`src/rtl/line_sum_generator_pkg.sv`:
```
// Shared constants for the line-sum producer/consumer pair, so that both sides
// always agree on the pixel, line and line-sum widths.
package line_sum_generator_pkg;
  localparam int PIXEL_SIZE   = 8;
  localparam int LINE_SIZE    = 8;
  localparam int NUM_OF_LINES = 4;
  localparam int SUM_W        = $clog2(LINE_SIZE) + 2 * PIXEL_SIZE;
  localparam int SQ_W         = 2 * PIXEL_SIZE;
  localparam int PCNT_W       = (LINE_SIZE > 1) ? $clog2(LINE_SIZE) : 1;
  localparam int LIDX_W       = (NUM_OF_LINES > 1) ? $clog2(NUM_OF_LINES) : 1;

  function automatic logic [PIXEL_SIZE-1:0] abs_diff(input logic [PIXEL_SIZE-1:0] a,
                                                     input logic [PIXEL_SIZE-1:0] b);
    return (a >= b) ? a - b : b - a;
  endfunction
endpackage

```
`src/rtl/line_sum_generator_sq.sv`:
```
// pixel_sq_diff: registers |a-b| with its valid/last tags; the square is
// combinational off the registered difference.
module pixel_sq_diff
  import line_sum_generator_pkg::*;
(
  input  logic                  CLK,
  input  logic                  reset,
  input  logic                  in_valid_i,
  input  logic                  in_last_i,
  input  logic [PIXEL_SIZE-1:0] a_i,
  input  logic [PIXEL_SIZE-1:0] b_i,
  output logic                  diff_valid_o,
  output logic                  diff_last_o,
  output logic [SQ_W-1:0]       sq_o
);
  logic [PIXEL_SIZE-1:0] diff_q;
  logic                  valid_q;
  logic                  last_q;

  always_ff @(posedge CLK or negedge reset) begin
    if (!reset) begin
      diff_q  <= '0;
      valid_q <= 1'b0;
      last_q  <= 1'b0;
    end else begin
      valid_q <= in_valid_i;
      if (in_valid_i) begin
        diff_q <= abs_diff(a_i, b_i);
        last_q <= in_last_i;
      end
    end
  end

  assign diff_valid_o = valid_q;
  assign diff_last_o  = last_q;
  assign sq_o         = SQ_W'(diff_q) * SQ_W'(diff_q);
endmodule

```
`src/rtl/line_sum_generator.sv`:
```
// Streams reference/test pixel pairs and emits the sum of squared differences
// for every completed line, tagged with the line index and end-of-frame flag.
module line_sum_generator
  import line_sum_generator_pkg::*;
(
  input  logic                  CLK,
  input  logic                  reset,
  input  logic                  start,
  input  logic                  pix_valid,
  input  logic [PIXEL_SIZE-1:0] pix_a,
  input  logic [PIXEL_SIZE-1:0] pix_b,
  output logic [SUM_W-1:0]      line_sum,
  output logic                  line_valid,
  output logic [LIDX_W-1:0]     line_idx,
  output logic                  frame_last
);
  localparam logic [PCNT_W-1:0] PIX_LAST  = PCNT_W'(LINE_SIZE - 1);
  localparam logic [LIDX_W-1:0] LINE_LAST = LIDX_W'(NUM_OF_LINES - 1);

  logic [PCNT_W-1:0] pix_cnt_q, pix_cnt_d, pix_base;
  logic [LIDX_W-1:0] line_cnt_q, line_cnt_d;
  logic [SUM_W-1:0]  acc_q, acc_d, acc_sum;
  logic [SUM_W-1:0]  line_sum_q, line_sum_d;
  logic              line_valid_q, line_valid_d;
  logic [LIDX_W-1:0] line_idx_q, line_idx_d;
  logic              frame_last_q, frame_last_d;
  logic              in_last;
  logic              s1_valid, s1_last;
  logic [SQ_W-1:0]   s1_sq;

  // A pixel arriving with start is pixel 0, so the count restarts before use.
  assign pix_base = start ? '0 : pix_cnt_q;
  assign in_last  = (pix_base == PIX_LAST);

  pixel_sq_diff u_sq (
    .CLK         (CLK),
    .reset       (reset),
    .in_valid_i  (pix_valid),
    .in_last_i   (in_last),
    .a_i         (pix_a),
    .b_i         (pix_b),
    .diff_valid_o(s1_valid),
    .diff_last_o (s1_last),
    .sq_o        (s1_sq)
  );

  assign acc_sum = acc_q + SUM_W'(s1_sq);

  always_comb begin
    pix_cnt_d    = pix_base;
    acc_d        = acc_q;
    line_cnt_d   = line_cnt_q;
    line_sum_d   = line_sum_q;
    line_valid_d = 1'b0;
    line_idx_d   = line_idx_q;
    frame_last_d = frame_last_q;
    if (pix_valid)
      pix_cnt_d = in_last ? '0 : pix_base + 1'b1;
    // start drops whatever stage 2 holds, including a pending line pulse.
    if (start) begin
      acc_d      = '0;
      line_cnt_d = '0;
    end else if (s1_valid) begin
      if (s1_last) begin
        line_sum_d   = acc_sum;
        acc_d        = '0;
        line_valid_d = 1'b1;
        line_idx_d   = line_cnt_q;
        frame_last_d = (line_cnt_q == LINE_LAST);
        line_cnt_d   = (line_cnt_q == LINE_LAST) ? '0 : line_cnt_q + 1'b1;
      end else begin
        acc_d = acc_sum;
      end
    end
  end

  always_ff @(posedge CLK or negedge reset) begin
    if (!reset) begin
      pix_cnt_q    <= '0;
      line_cnt_q   <= '0;
      acc_q        <= '0;
      line_sum_q   <= '0;
      line_valid_q <= 1'b0;
      line_idx_q   <= '0;
      frame_last_q <= 1'b0;
    end else begin
      pix_cnt_q    <= pix_cnt_d;
      line_cnt_q   <= line_cnt_d;
      acc_q        <= acc_d;
      line_sum_q   <= line_sum_d;
      line_valid_q <= line_valid_d;
      line_idx_q   <= line_idx_d;
      frame_last_q <= frame_last_d;
    end
  end

  assign line_sum   = line_sum_q;
  assign line_valid = line_valid_q;
  assign line_idx   = line_idx_q;
  assign frame_last = frame_last_q;
endmodule

```
`config.mk`:
```
export PLATFORM = sky130hd
export DESIGN_NAME = line_sum_generator
export DESIGN_NICKNAME = d
export VERILOG_FILES = /design/src/rtl/line_sum_generator_pkg.sv /design/src/rtl/line_sum_generator_sq.sv /design/src/rtl/line_sum_generator.sv
export SDC_FILE = /design/constraint.sdc
export NUM_CORES = 1
export LEC_CHECK = 0
export ABC_AREA = 1
export BUFFER_PORTS_ARGS = -buffer_cell sky130_fd_sc_hd__buf_4
export CAP_MARGIN = 20
export CORE_MARGIN = 2
export CORE_UTILIZATION = 28
export DETAILED_ROUTE_END_ITERATION = 12
export SETUP_SLACK_MARGIN = 0.5
export SLEW_MARGIN = 20
export SYNTH_ARGS = -nofsm -noshare
export SYNTH_HDL_FRONTEND = slang
export SYNTH_HIERARCHICAL = 1
export SYNTH_SLANG_ARGS = --single-unit
export TNS_END_PERCENT = 5
```
`constraint.sdc`:
```
create_clock -name CLK -period 5.8 [get_ports CLK]
set_input_delay 1.16 -clock CLK [delete_from_list [all_inputs] [get_ports CLK]]
set_output_delay 1.16 -clock CLK [all_outputs]
set_load 0.01 [all_outputs]
```
==> results by group <==
Synthesis
  – Post-synth EDFFs: 0
  – Share of flip-flops with an asynchronous set or reset: 1.000
  – Synth cell types: 39
  – Main synth FF type: dfrtp_1
  – Synth area leaders: dfrtp_1, nand2_1, ha_1, inv_1, fa_1
  – Net count after synthesis: ~940
  – Post-Syn Area per Cell: 7.040 um^2
  – Synth Cell Area: 0.005843 mm^2
  – Area share of the largest cell type after synthesis: 0.2441
  – Seq/Total Area, Yosys: 0.2441
  – Yosys top cell by area: dfrtp_1
  – Cells after Synth: 830
  – Warnings, synthesis: 6
  – #FFs+latches synth: 57

Global route
  – First-pass GRT wire length: about 21 mm
  – Vias in the first global route: 4782
  – Initial antenna violation count: 0
  – Total GRT Usage: 0.1186
  – Grt ovf: 0
  – Largest net degree at the start of global routing: 58

Critical path
  – Critical Path AT: approximately 5.2 ns
  – Slowest stage cell, crit path: fa_1
  – CP required: a little over 6 ns
  – Reg2reg path depth: 23
  – CP peak stage delay: approximately 0.54 ns
  – Crit path kind: flop to flop
  – Crit-path cells: nand2_1 > inv_1 > fa_1 > fa_1 > inv_1 > fa_1 > fa_1 > inv_1 > ha_2 > nand2_1 > nor2_1 > nand3_1 > nand3_1 > xor2_1 > ha_2 > nand2_1 > inv_1 > nand2_1 > nand2_1 > a21oi_1 > nand3_1 > nand3_1 > nand2_1
  – Worst R2R Start: u_sq/diff_q[6]
  – Cell mode on critical path: nand2_1
  – FF-to-FF setup slack: a little over 0.8 ns
  – Startpoint types: flop
  – Nature of the critical path endpoint: flop
  – Reg2reg end: line_sum[17]
  – Worst-path maximum fanout: 7

Layout
  – # fillers: around 2200
  – Area Overhead vs Synth: 16.70%
  – Share of cells above drive strength 1: 0.1174
  – Fin util: 0.3348
  – Final #Nets: approximately 980
  – Inserted Diodes: 0
  – Commonest non-fill, non-tap cell in the layout: nand2_1
  – Most frequent cells in the layout: nand2_1, inv_1, ha_1, nand3_1, buf_4

STA
  – Max_slew headroom: 0.3756
  – Period utilization: 0.8610
  – Setup tns final: 0 ns
  – RSZ-0062 raised after global routing: no
  – Slew @ Worst Pin: between 0.9 and 1 ns
  – Max Clock Freq: approximately 0.2 GHz
  – Minimum clock period: between 4 and 5 ns
  – Final hold vios: 0
  – Final setup fails: 0
  – Clock skew: slightly above 0.009 ns
  – Final Max Slew Viols: 0

CTS
  – Hold buffers post-CTS: 0
  – H-tree depth: 3
  – Root buf cell: clkbuf_16
  – Longest Clk Path Bufs: 2
  – Clock Pin Slew Worst Setup and Hold Paths: approximately 0.05 ns
  – Clock sink count: 57
  – Worst skew pair latency: around 0.34 ns
  – TritonCTS clock tree: built
  – CTS buffer count: 9

Drt
  – # DRC: 0
  – Initial DRT Pass Iterations: 4
  – Vias per Instance: 4.287
  – DR vias: 4917
  – ANT nets after route: 0
  – Wire per inst: 10.79 um
  – Total Wirelength: 12.38 mm
  – DRT iter0 DRCs: between 200 and 300

Floorplanning
  – Row count: 52
  – DIE HEIGHT: between 100 and 150 um
  – IO Pins: 43
  – Initial Util: 0.2869
  – Die area: 0.02204 mm^2
  – Die Width: approximately 150 um
  – Core Region: around 0.020 mm^2

Place
  – Port-buffer cells: 42
  – Post-DP HPWL: 9.814 mm
  – Final GP Congestion: 0.8687

Min path
  – Worst hold path depth: 2
  – Hold path start: line_sum[2]
  – HP Class: flop to flop
  – Hold Path End: line_sum[2]

Flow run
  – Max cap viols: 0

Run status
  – Status: finished, final reports clean
cell families (layout without fill, tap and decap cells):
group | Yosys count | in the layout | synth area share
buf+inv | 177 | 224 | 0.1216
compound gates | 65 | 65 | 0.05996
simple gates | 412 | 412 | 0.3017
xor+xnor | 26 | 26 | 0.03897
other cells | 1 | 1 | 0.0006418
fa+ha+maj | 92 | 92 | 0.2330
flops | 57 | 57 | 0.2441
sequential cells by signal (all words and copies together), names as in the netlist, 2 cells and up:
register,cells
line_sum,19
u_sq/diff_q,8
acc_q,19
pix_cnt_q,3
line_cnt_q,2
line_idx,2
per-layer routing:
metal | up-vias | global-route usage | wire (um)
li1 | 2624 | - | -
met1 | 2206 | 0.1549 | 6096
met2 | 77 | 0.1993 | 5644
met3 | 10 | 0.02577 | 545
met4 | 0 | 0.03095 | 91
met5 | - | 0 | 0
what timing repair did:
| item | CTS | global route |
|---|---|---|
| gates resized for setup | 0 | 23 |
| buffers inserted | 0 | 9 |
| endpoints found under the setup margin | 0 | 20 |
area by class of cell:
type	instances	area, um^2	area share
multi-input cells	596	3780	0.5543
flip-flops and latches	57	1435	0.2105
inverters	156	585.6	0.08587
repair buffers	52	390.4	0.05725
well taps	270	337.8	0.04954
clock buffers	13	250.2	0.03670
clock inverters	3	40.04	0.005872
synth_stat cells (3+ instances only):
| master | count |
|---|---|
| nor2_4 | 3 |
| buf_2 | 5 |
| nor3_1 | 4 |
| xnor2_1 | 9 |
| a21oi_1 | 29 |
| nand2_1 | 277 |
| xor2_1 | 17 |
| nand3b_1 | 13 |
| buf_4 | 4 |
| clkbuf_1 | 9 |
| o21ai_0 | 18 |
| ha_1 | 64 |
| fa_1 | 28 |
| nand2_2 | 3 |
| nand4_1 | 3 |
| o21ai_1 | 11 |
| inv_1 | 151 |
| dfrtp_1 | 57 |
| nor2_1 | 45 |
| inv_2 | 3 |
| nand3_1 | 54 |
critical path, delay by kind of cell, from the launching register on:
family	cells	cell delay, ns
simple gates	11	1.10
xor+xnor	1	0.18
fa+ha+maj	6	2.77
flops	1	0.45
compound gates	1	0.19
buf+inv	4	0.21
stage by stage:
stage | cell area, um^2 | setup slack, ns | instances | hold WS (ns)
2_1_floorplan | 5843 | 0.9392 | 830 | 0.4555
3_3_place_gp | 6379 | 0.5223 | 1122 | 0.4629
3_5_place_dp | 6379 | 0.5182 | 1122 | 0.4654
4_1_cts | 6669 | 0.5095 | 1138 | 0.4778
5_1_grt | 6819 | 0.4963 | 1147 | 0.4959
6_report | 6819 | 0.8061 | 1147 | 0.4722
how the worst max path moves through the flow:
stage                         from      endpoint  slack [ns]  depth (start not counted)
finish              u_sq/diff_q[6]  line_sum[17]        0.81                         23
global route        u_sq/diff_q[6]  line_sum[15]        0.50                         21
CTS                 u_sq/diff_q[7]  line_sum[15]        0.51                         22
detailed placement  u_sq/diff_q[7]  line_sum[15]        0.52                         22
global placement    u_sq/diff_q[7]  line_sum[15]        0.52                         22
floorplan           u_sq/diff_q[7]  line_sum[17]        0.94                         24
Power is not shown: default switching activity piles up to over one toggle a cycle in this logic, so the estimate is an artifact.
